===== src/rtl/match_controller_if.sv =====
// Match controller signal bundle: frame/start/miss inputs toward the
// controller and ball-control / score outputs back to the datapath.
interface match_controller_if #(
  parameter int SCORE_W = 4
);
  logic               frame_tick;
  logic               start;
  logic               miss_left;
  logic               miss_right;
  logic               ball_hold;
  logic               ball_en;
  logic               serve_dir;
  logic [SCORE_W-1:0] score_left;
  logic [SCORE_W-1:0] score_right;
  logic               game_over;
  logic               winner;

  // Driver side: produces frame/start/miss, observes controller outputs.
  modport master (
    output frame_tick, start, miss_left, miss_right,
    input  ball_hold, ball_en, serve_dir, score_left, score_right,
           game_over, winner
  );

  // Controller side.
  modport slave (
    input  frame_tick, start, miss_left, miss_right,
    output ball_hold, ball_en, serve_dir, score_left, score_right,
           game_over, winner
  );
endinterface


===== src/rtl/match_controller.sv =====
// Match-level sequencer for the pong ball datapath: serve countdown, miss
// detection, per-player scoring and game-over detection. Every output is a
// register loaded from the next-state decode, so outputs change on the same
// edge as the state they belong to.
module match_controller #(
  parameter int WIN_SCORE    = 7,
  parameter int SERVE_FRAMES = 60,
  parameter int POINT_FRAMES = 30,
  parameter int SCORE_W      = 4
) (
  input  logic            clk,
  input  logic            rst,
  match_controller_if.slave bus
);

  localparam int CNT_MAX = (SERVE_FRAMES > POINT_FRAMES) ? SERVE_FRAMES : POINT_FRAMES;
  localparam int CNT_W   = (CNT_MAX < 1) ? 1 : $clog2(CNT_MAX + 1);

  localparam logic [CNT_W-1:0]   SERVE_LAST = CNT_W'(SERVE_FRAMES - 1);
  localparam logic [CNT_W-1:0]   POINT_LAST = CNT_W'(POINT_FRAMES - 1);
  localparam logic [SCORE_W-1:0] WIN_VAL    = SCORE_W'(WIN_SCORE);

  localparam logic [2:0] ST_IDLE  = 3'd0;
  localparam logic [2:0] ST_SERVE = 3'd1;
  localparam logic [2:0] ST_PLAY  = 3'd2;
  localparam logic [2:0] ST_POINT = 3'd3;
  localparam logic [2:0] ST_OVER  = 3'd4;

  logic [2:0]         state_reg, state_next;
  logic [CNT_W-1:0]   cnt_reg, cnt_next;
  logic [SCORE_W-1:0] score_left_reg, score_left_next;
  logic [SCORE_W-1:0] score_right_reg, score_right_next;
  logic               serve_dir_reg, serve_dir_next;
  logic               hold_reg, hold_next;
  logic               en_reg, en_next;
  logic               over_reg, over_next;
  logic               winner_reg, winner_next;

  // Next-state, counter and score decode.
  always_comb begin
    state_next       = state_reg;
    cnt_next         = cnt_reg;
    score_left_next  = score_left_reg;
    score_right_next = score_right_reg;
    serve_dir_next   = serve_dir_reg;

    case (state_reg)
      ST_IDLE: begin
        if (bus.start) begin
          state_next       = ST_SERVE;
          score_left_next  = '0;
          score_right_next = '0;
          serve_dir_next   = 1'b0;
        end
      end
      ST_SERVE: begin
        if (bus.frame_tick) begin
          if (cnt_reg == SERVE_LAST) state_next = ST_PLAY;
          else                       cnt_next   = cnt_reg + 1'b1;
        end
      end
      ST_PLAY: begin
        // Leaving PLAY on the first miss cycle gives one point per miss event.
        if (bus.miss_left && !bus.miss_right) begin
          if (score_right_reg < WIN_VAL) score_right_next = score_right_reg + 1'b1;
          serve_dir_next = 1'b1;
          state_next     = ST_POINT;
        end else if (bus.miss_right && !bus.miss_left) begin
          if (score_left_reg < WIN_VAL) score_left_next = score_left_reg + 1'b1;
          serve_dir_next = 1'b0;
          state_next     = ST_POINT;
        end else if (bus.miss_left && bus.miss_right) begin
          state_next = ST_POINT;
        end
      end
      ST_POINT: begin
        if (bus.frame_tick) begin
          if (cnt_reg == POINT_LAST) begin
            if (score_left_reg == WIN_VAL || score_right_reg == WIN_VAL)
              state_next = ST_OVER;
            else
              state_next = ST_SERVE;
          end else begin
            cnt_next = cnt_reg + 1'b1;
          end
        end
      end
      ST_OVER: begin
        if (bus.start) begin
          state_next       = ST_SERVE;
          score_left_next  = '0;
          score_right_next = '0;
          serve_dir_next   = 1'b0;
        end
      end
      default: begin
        state_next = ST_IDLE;
      end
    endcase

    // Every state entry restarts the frame count.
    if (state_next != state_reg) cnt_next = '0;
  end

  // Output decode from the state being entered, so outputs register with it.
  always_comb begin
    hold_next   = (state_next == ST_IDLE) || (state_next == ST_SERVE) || (state_next == ST_OVER);
    en_next     = (state_next == ST_PLAY);
    over_next   = (state_next == ST_OVER);
    winner_next = (state_next == ST_OVER) && (score_right_next == WIN_VAL);
  end

  // State, counter, score and output registers with synchronous reset.
  always_ff @(posedge clk) begin
    if (rst) begin
      state_reg       <= ST_IDLE;
      cnt_reg         <= '0;
      score_left_reg  <= '0;
      score_right_reg <= '0;
      serve_dir_reg   <= 1'b0;
      hold_reg        <= 1'b1;
      en_reg          <= 1'b0;
      over_reg        <= 1'b0;
      winner_reg      <= 1'b0;
    end else begin
      state_reg       <= state_next;
      cnt_reg         <= cnt_next;
      score_left_reg  <= score_left_next;
      score_right_reg <= score_right_next;
      serve_dir_reg   <= serve_dir_next;
      hold_reg        <= hold_next;
      en_reg          <= en_next;
      over_reg        <= over_next;
      winner_reg      <= winner_next;
    end
  end

  assign bus.ball_hold   = hold_reg;
  assign bus.ball_en     = en_reg;
  assign bus.serve_dir   = serve_dir_reg;
  assign bus.score_left  = score_left_reg;
  assign bus.score_right = score_right_reg;
  assign bus.game_over   = over_reg;
  assign bus.winner      = winner_reg;

endmodule


===== src/flat_wrapper.sv =====
// flat-port wrapper written by rule: the top's interface ports become plain ports
module match_controller_flat 
#(
  parameter int WIN_SCORE    = 7,
  parameter int SERVE_FRAMES = 60,
  parameter int POINT_FRAMES = 30,
  parameter int SCORE_W      = 4
)
  (clk, rst, bus_frame_tick, bus_start, bus_miss_left, bus_miss_right, bus_ball_hold, bus_ball_en, bus_serve_dir, bus_score_left, bus_score_right, bus_game_over, bus_winner);
  match_controller_if #(.SCORE_W(SCORE_W)) bus_i ();
  input  logic clk;
  input  logic rst;
  input wire logic [$bits(bus_i.frame_tick)-1:0] bus_frame_tick;
  input wire logic [$bits(bus_i.start)-1:0] bus_start;
  input wire logic [$bits(bus_i.miss_left)-1:0] bus_miss_left;
  input wire logic [$bits(bus_i.miss_right)-1:0] bus_miss_right;
  output wire logic [$bits(bus_i.ball_hold)-1:0] bus_ball_hold;
  output wire logic [$bits(bus_i.ball_en)-1:0] bus_ball_en;
  output wire logic [$bits(bus_i.serve_dir)-1:0] bus_serve_dir;
  output wire logic [$bits(bus_i.score_left)-1:0] bus_score_left;
  output wire logic [$bits(bus_i.score_right)-1:0] bus_score_right;
  output wire logic [$bits(bus_i.game_over)-1:0] bus_game_over;
  output wire logic [$bits(bus_i.winner)-1:0] bus_winner;
  assign bus_i.frame_tick = bus_frame_tick;
  assign bus_i.start = bus_start;
  assign bus_i.miss_left = bus_miss_left;
  assign bus_i.miss_right = bus_miss_right;
  assign bus_ball_hold = bus_i.ball_hold;
  assign bus_ball_en = bus_i.ball_en;
  assign bus_serve_dir = bus_i.serve_dir;
  assign bus_score_left = bus_i.score_left;
  assign bus_score_right = bus_i.score_right;
  assign bus_game_over = bus_i.game_over;
  assign bus_winner = bus_i.winner;
  match_controller #(.WIN_SCORE(WIN_SCORE), .SERVE_FRAMES(SERVE_FRAMES), .POINT_FRAMES(POINT_FRAMES), .SCORE_W(SCORE_W)) u_core (.clk(clk), .rst(rst), .bus(bus_i));
endmodule

===== config.mk =====
export PLATFORM = sky130hd
export DESIGN_NAME = match_controller_flat
export DESIGN_NICKNAME = d
export VERILOG_FILES = /design/src/rtl/match_controller_if.sv /design/src/rtl/match_controller.sv /design/src/flat_wrapper.sv
export SDC_FILE = /design/constraint.sdc
export NUM_CORES = 1
export LEC_CHECK = 0
export ABC_AREA = 1
export CORE_UTILIZATION = 28
export CTS_CLUSTER_DIAMETER = 60
export CTS_CLUSTER_SIZE = 30
export DETAILED_ROUTE_END_ITERATION = 12
export SYNTH_ARGS = -nofsm -noshare
export SYNTH_HDL_FRONTEND = slang
export SYNTH_SLANG_ARGS = --single-unit

===== constraint.sdc =====
create_clock -name clk -period 1.9 [get_ports clk]
set_input_delay 0.57 -clock clk [delete_from_list [all_inputs] [get_ports clk]]
set_output_delay 0.57 -clock clk [all_outputs]
set_load 0.01 [all_outputs]

==> results of run 1 <==
## cell usage in the layout (no fill, tap or decap), types with 3 or more instances in the layout
master           count
nand3_1             14
o21ai_1              4
clkdlybuf4s50_1     18
nand4_1              3
o21ai_0              8
a21oi_1             10
ha_1                 6
inv_2                3
buf_4               11
inv_1               38
clkbuf_8             3
nand2_1             43
dfxtp_1             22
nor2_1              25
## Yosys cell counts
master,count
nand3_1,15
o21ai_1,5
nand3_2,1
xor2_1,2
nand2_2,2
nor2_1,25
o21ai_0,8
nor2_2,2
buf_2,1
dfxtp_1,22
a31oi_1,1
buf_6,1
clkinv_1,1
a22oi_1,1
nand4_1,3
nor3_1,2
nor2_4,1
xnor2_1,1
nand2_1,43
inv_1,38
inv_2,3
a21oi_1,10
nor3_2,1
o31ai_1,1
ha_1,6
## through the flow
step                      worst slack (ps)  TNS [ps]
after global placement                -150     -1440
after floorplan                        372         0
final                                 86.9         0
after CTS                             68.4         0
after detailed placement              -190     -1870
after global routing                  7.17         0
## report_power, final
group / switching (mW) / total (mW) / internal (mW)
combinational: 0.0458 / 0.0841 / 0.0382
clock: 0.149 / 0.431 / 0.281
sequential: 0.00532 / 0.470 / 0.465
## per-layer routing
metal  part of all wire [%]  vias up
met2                     45       17
met4                   0.72        0
met1                     50      517
met5                      0        -
li1                       -      666
met3                    4.1        2
## layout make-up
class	instances	area, um2	share of cell area, %
Clock buffer	3	41.3	2.49
Tap cell	52	65.1	3.92
Multi-Input combinational cell	130	662	39.9
Inverter	42	158	9.50
Clock inverter	1	30.0	1.81
Sequential cell	22	440	26.5
Timing Repair Buffer	29	263	15.8
## how the worst max path moves through the flow
stage | start | end | slack (ps) | cells after the start
CTS | u_core.bus.score_right[0] | bus_score_right[0] | 70 | 1
floorplan | bus_miss_right | u_core.bus.winner | 370 | 9
detailed placement | bus_miss_right | u_core.cnt_reg[2] | -190 | 8
finish | u_core.bus.score_right[3] | bus_score_right[3] | 90 | 1
global route | bus_miss_right | u_core.cnt_reg[2] | 7 | 8
global placement | bus_miss_left | u_core.bus.winner | -150 | 9
## what timing repair did
action,CTS,global route
gates resized for setup,0,2
setup buffers,0,0
setup endpoints to repair,0,7
## cell families (layout without fill, tap and decap cells)
kind of cell	count (synthesis)	count (layout)	synth area share (%)
fa+ha+maj	6	6	5.92
flops	22	22	34.7
buf+inv	44	75	13.7
xor+xnor	3	3	2.07
simple gates	95	95	32.8
compound gates	26	26	10.8
==> impl_metrics.env, run 1 <==
export IMPL_status="finished clean"
export IMPL_num_vias=1202
export IMPL_grt_pass1_vias=1163
export IMPL_relSlewSlack_pct=79.1
export IMPL_ys_ff_latch=22
export IMPL_numCtsBuffers=3
export IMPL_syn_cell_area_um2=1270
export IMPL_clock_latency_ps=260
export IMPL_r2r_end="u_core.cnt_reg[5]"
export IMPL_ant_nets=0
export IMPL_cts_hold_buffers=0
export IMPL_largest_register_ffs=6
export IMPL_pwr_density_cell_nw_per_um2=594
export IMPL_port_buffer_count=18
export IMPL_core_um2=4350
export IMPL_ys_seq_area_share_pct=34.7
export IMPL_path_cells="clkdlybuf4s50_1"
export IMPL_viasPerCell=4.31
export IMPL_start_kind="flop"
export IMPL_cp_arrival_ps=1240
export IMPL_synth_cell_type_count=25
export IMPL_die_w_um=69.3
export IMPL_critical_path_peak_fanout=5
export IMPL_antenna_found_initial=0
export IMPL_period_share_pct=95.4
export IMPL_setup_viol=0
export IMPL_drtIter0Drc=43
export IMPL_min_period_ps=1810
export IMPL_cts_tree="done"
export IMPL_worstSetupEndpointType="output port"
export IMPL_synth_top_area_cell="dfxtp_1"
export IMPL_grt_util_met2_pct=18.8
export IMPL_grt_pass1_wl_mm=4.67
export IMPL_min_path_type="reg -> reg"
export IMPL_fin_area_um2=1660
export IMPL_power_total_mw=0.985
export IMPL_synthTopCellsByArea="dfxtp_1 35%, nand2_1 13%, inv_1 11%, nor2_1 7.4%, ha_1 5.9%"
export IMPL_clock_fmax_mhz=552
export IMPL_rsz0062_at_grt="no"
export IMPL_placed_cell_area_um2=1580
export IMPL_grtUsageMet3_pct=1.45
export IMPL_min_to="u_core.bus.score_left[2]"
export IMPL_slew_viol_final=0
export IMPL_place_hpwl_mm=2.11
export IMPL_critPathBufInv=1
export IMPL_crit_type="reg -> out"
export IMPL_wire_per_inst_um=9.43
export IMPL_remaining_drc_errors=0
export IMPL_die_h_um=69.3
export IMPL_hold_ws_ps=496
export IMPL_worstRegToRegCells=12
export IMPL_final_util_pct=38.1
export IMPL_peakVddDrop_uv=298
export IMPL_wl_mm=2.63
export IMPL_cts_sinks=22
export IMPL_p_leak_nw=0.722
export IMPL_min_from="u_core.bus.score_left[2]"
export IMPL_yosysTopAreaCellShare_pct=34.7
export IMPL_grt_ovfl_total=0
export IMPL_antennaDiodeCount=0
export IMPL_nets=240
export IMPL_slowest_stage="clkdlybuf4s50_1"
export IMPL_worst_r2r_setup_slack_ps=340
export IMPL_met1_usage_pct=15.4
export IMPL_cp_top_family="buffers and inverters"
export IMPL_final_hold_violation_count=0
export IMPL_grt_max_degree=14
export IMPL_r2r_start="u_core.cnt_reg[1]"
export IMPL_die_area_um2=4800
export IMPL_place_congestion=0.801
export IMPL_ys_warnings_count=0
export IMPL_final_cells=279
export IMPL_hold_depth=2
export IMPL_track_usage_pct=11.6
export IMPL_skew_ps=2.61
export IMPL_placed_cells=275
export IMPL_nFillCells=443
export IMPL_syn_instance_count=196
export IMPL_slowest_delay_ps=570
export IMPL_clockBufferDepth=2
export IMPL_drt_pass1_iterations=4
export IMPL_root_buffer="clkbuf_8"
export IMPL_synth_avg_cell_area_um2=6.47
export IMPL_cts_htree_levels=1
export IMPL_rows=24
export IMPL_syn_to_final_growth_pct=30.9
export IMPL_start_util_pct=29.1
export IMPL_clk_pin_slew_ps=80
export IMPL_syn_nets=208
export IMPL_worst_pin_slew_ps=310
export IMPL_maxCapViolCount=0
export IMPL_top_usage_layer="met2"
export IMPL_drive_above_1_share_pct=11.9
export IMPL_ios=19
export IMPL_worstPathRequired_ps=1330
Note: power is estimated with default switching activity, not from simulation.
==> inputs of run 2 (changes only) <==
ABC_AREA = unset   (was 1)
PLACE_DENSITY = 0.45   (was unset)
==> run 2 against run 1 <==
- utilization increased by 2.8 points
- flip-flop and latch count stayed put
- largest cell class unchanged
- clock-buffer cell count grew 1
- setup slack improved by 3.1 ps
==> impl_metrics.env, run 2 <==
export IMPL_numCtsBuffers=3
export IMPL_synth_avg_cell_area_um2=8.91
export IMPL_wl_met3_um=51
export IMPL_yosys_area_share_xor_xnor_pct=0.712
export IMPL_final_hold_violation_count=0
export IMPL_track_usage_pct=14.7
export IMPL_antenna_found_initial=0
export IMPL_wl_mm=3.06
export IMPL_root_buffer="clkbuf_8"
export IMPL_grt_pass1_vias=1081
export IMPL_die_h_um=68.3
export IMPL_ys_ff_latch=22
export IMPL_peakVddDrop_uv=277
export IMPL_synth_top_cells_by_count="22 x dfxtp_1, 13 x a21oi_1, 10 x nor2_1, 9 x inv_1, 7 x nand2_1"
export IMPL_place_congestion=0.766
export IMPL_dp_slack_ps=-484
export IMPL_port_buffer_count=18
export IMPL_wl_met2_mm=1.49
export IMPL_synth_flop_cell="dfxtp_1"
export IMPL_clock_fmax_mhz=552
export IMPL_die_area_um2=4660
export IMPL_relSlewSlack_pct=73.6
export IMPL_post_synth_fa_ha_maj_area_fraction_pct=6.10
export IMPL_start_util_pct=29.9
export IMPL_viasPerCell=5.13
export IMPL_synth_edf_count=0
export IMPL_wire_per_inst_um=13.6
export IMPL_syn_to_final_growth_pct=36.8
export IMPL_r2r_end="u_core.cnt_reg[5]"
export IMPL_min_to="u_core.bus.serve_dir"
export IMPL_setup_viol=0
export IMPL_largest_register_ffs=6
export IMPL_worst_pin_slew_ps=395
export IMPL_worst_r2r_setup_slack_ps=110
export IMPL_slowest_delay_ps=560
export IMPL_yosys_mux_area_fraction_pct=2.54
export IMPL_die_w_um=68.3
export IMPL_grt_ovfl_total=0
export IMPL_path_cells="clkdlybuf4s50_1"
export IMPL_synth_simple_area_share_pct=27.9
export IMPL_min_from="u_core.bus.serve_dir"
export IMPL_synth_top_area_cell="dfxtp_1"
export IMPL_nets=188
export IMPL_synth_top_family_by_area="simple AND/OR/NAND/NOR gates"
export IMPL_start_kind="flop"
export IMPL_critical_path_peak_fanout=5
export IMPL_drt_met1_wl_mm=1.49
export IMPL_synth_cell_type_count=46
export IMPL_worstRegToRegCells=6
export IMPL_slew_viol_final=0
export IMPL_synth_compound_gate_area_share_pct=22.5
export IMPL_ys_seq_area_share_pct=35.8
export IMPL_syn_instance_count=138
export IMPL_cp_arrival_ps=1240
export IMPL_syn_nets=150
export IMPL_drt_pass1_iterations=4
export IMPL_clock_latency_ps=270
export IMPL_status="finished clean"
export IMPL_cp_top_family="buffers and inverters"
export IMPL_final_cell_mix="19 x buf_4, 19 x dfxtp_1, 15 x clkdlybuf4s50_1, 12 x a21oi_1, 10 x nor2_1"
export IMPL_hold_depth=2
export IMPL_min_path_type="reg -> reg"
export IMPL_post_synth_top_count_cell="dfxtp_1"
export IMPL_core_um2=4120
export IMPL_fin_ws_ps=90.0
export IMPL_clk_pin_slew_ps=80
export IMPL_pwr_density_cell_nw_per_um2=548
export IMPL_rows=23
export IMPL_remaining_drc_errors=0
export IMPL_num_vias=1155
export IMPL_antennaDiodeCount=0
export IMPL_place_hpwl_mm=2.29
export IMPL_skew_ps=4.28
export IMPL_async_flop_share_pct=0
export IMPL_r2r_start="u_core.cnt_reg[1]"
export IMPL_ant_nets=0
export IMPL_worstPathRequired_ps=1330
export IMPL_grt_max_degree=13
export IMPL_hold_ws_ps=505
export IMPL_drive_above_1_share_pct=24.6
export IMPL_critPathBufInv=1
export IMPL_drtIter0Drc=35
export IMPL_grt_pass1_wl_mm=5.00
export IMPL_worstSetupEndpointType="output port"
export IMPL_cts_tree="done"
export IMPL_p_leak_nw=0.608
export IMPL_maxCapViolCount=0
export IMPL_ys_warnings_count=0
export IMPL_clockBufferDepth=2
export IMPL_cts_htree_levels=1
export IMPL_slowest_stage="clkdlybuf4s50_1"
export IMPL_ios=19
export IMPL_syn_cell_area_um2=1230
export IMPL_dr_max_layer_used="met4"
export IMPL_period_share_pct=95.3
export IMPL_crit_type="reg -> out"
export IMPL_min_period_ps=1810
export IMPL_cts_sinks=22
export IMPL_yosysTopAreaCellShare_pct=35.8
export IMPL_rsz0062_at_grt="no"
export IMPL_synthTopCellsByArea="dfxtp_1 36%, ha_1 6.1%, a21oi_1 5.3%, nor2_1 3.1%, nand4b_1 2.8%"
[run 2: repair_timing]
item,in CTS,in global routing
hold buffers,0,0
setup buffers,1,0
pin swaps,8,0
setup endpoints to repair,10,4
resized for setup,8,4
[run 2: cell type report]
type / instances / area (um2)
Fill cell: 418 / 2430
Multi-Input combinational cell: 103 / 768
Sequential cell: 22 / 444
Timing Repair Buffer: 37 / 319
Tap cell: 50 / 62.6
Clock buffer: 4 / 55.1
Inverter: 9 / 33.8
[run 2: metrics by stage]
step | std cells | setup TNS [ps] | power, mW | utilization [%] | area (um2)
after floorplan | 138 | 0 | 0.532 | - | 1230
after global placement | 220 | -5320 | 0.590 | 38.6 | 1590
after detailed placement | 220 | -5600 | 0.590 | 38.6 | 1590
after CTS | 225 | 0 | 0.935 | 40.7 | 1680
after global routing | 225 | 0 | 0.977 | 40.9 | 1680
final | 225 | 0 | 0.923 | 40.9 | 1680
[run 2: layer usage]
layer | vias to the layer above | global-route usage [%]
met5 | - | 0
li1 | 587 | -
met3 | 4 | 3.00
met2 | 16 | 24.8
met1 | 548 | 18.2
met4 | 0 | 5.47
[run 2: worst max path at each step]
stage	cells past startpoint	end	slack [ps]	startpoint
floorplan	6	u_core.bus.score_right[0]	80	bus_miss_right
global placement	6	u_core.bus.score_right[0]	-430	bus_miss_left
detailed placement	6	u_core.bus.score_right[0]	-480	bus_miss_left
CTS	1	bus_score_right[2]	30	u_core.bus.score_right[2]
global route	1	bus_score_right[1]	40	u_core.bus.score_right[1]
finish	1	bus_score_right[1]	90	u_core.bus.score_right[1]
[run 2: power breakdown]
part | total, mW | internal (mW) | switching [mW]
logic | 0.110 | 0.0601 | 0.0504
clock network | 0.342 | 0.185 | 0.157
registers | 0.470 | 0.465 | 0.00515
total | 0.923 | 0.710 | 0.213
[run 2: logic make-up (layout without fill, tap and decap cells)]
| group | after synthesis | in the layout |
|---|---|---|
| muxes | 3 | 3 |
| adders and majority gates | 6 | 6 |
| AOI/OAI and AO/OA | 40 | 40 |
| DFF | 22 | 22 |
| xor gates and xnor gates | 1 | 1 |
| and+or+nand+nor | 53 | 53 |
| buffers and inverters | 13 | 50 |
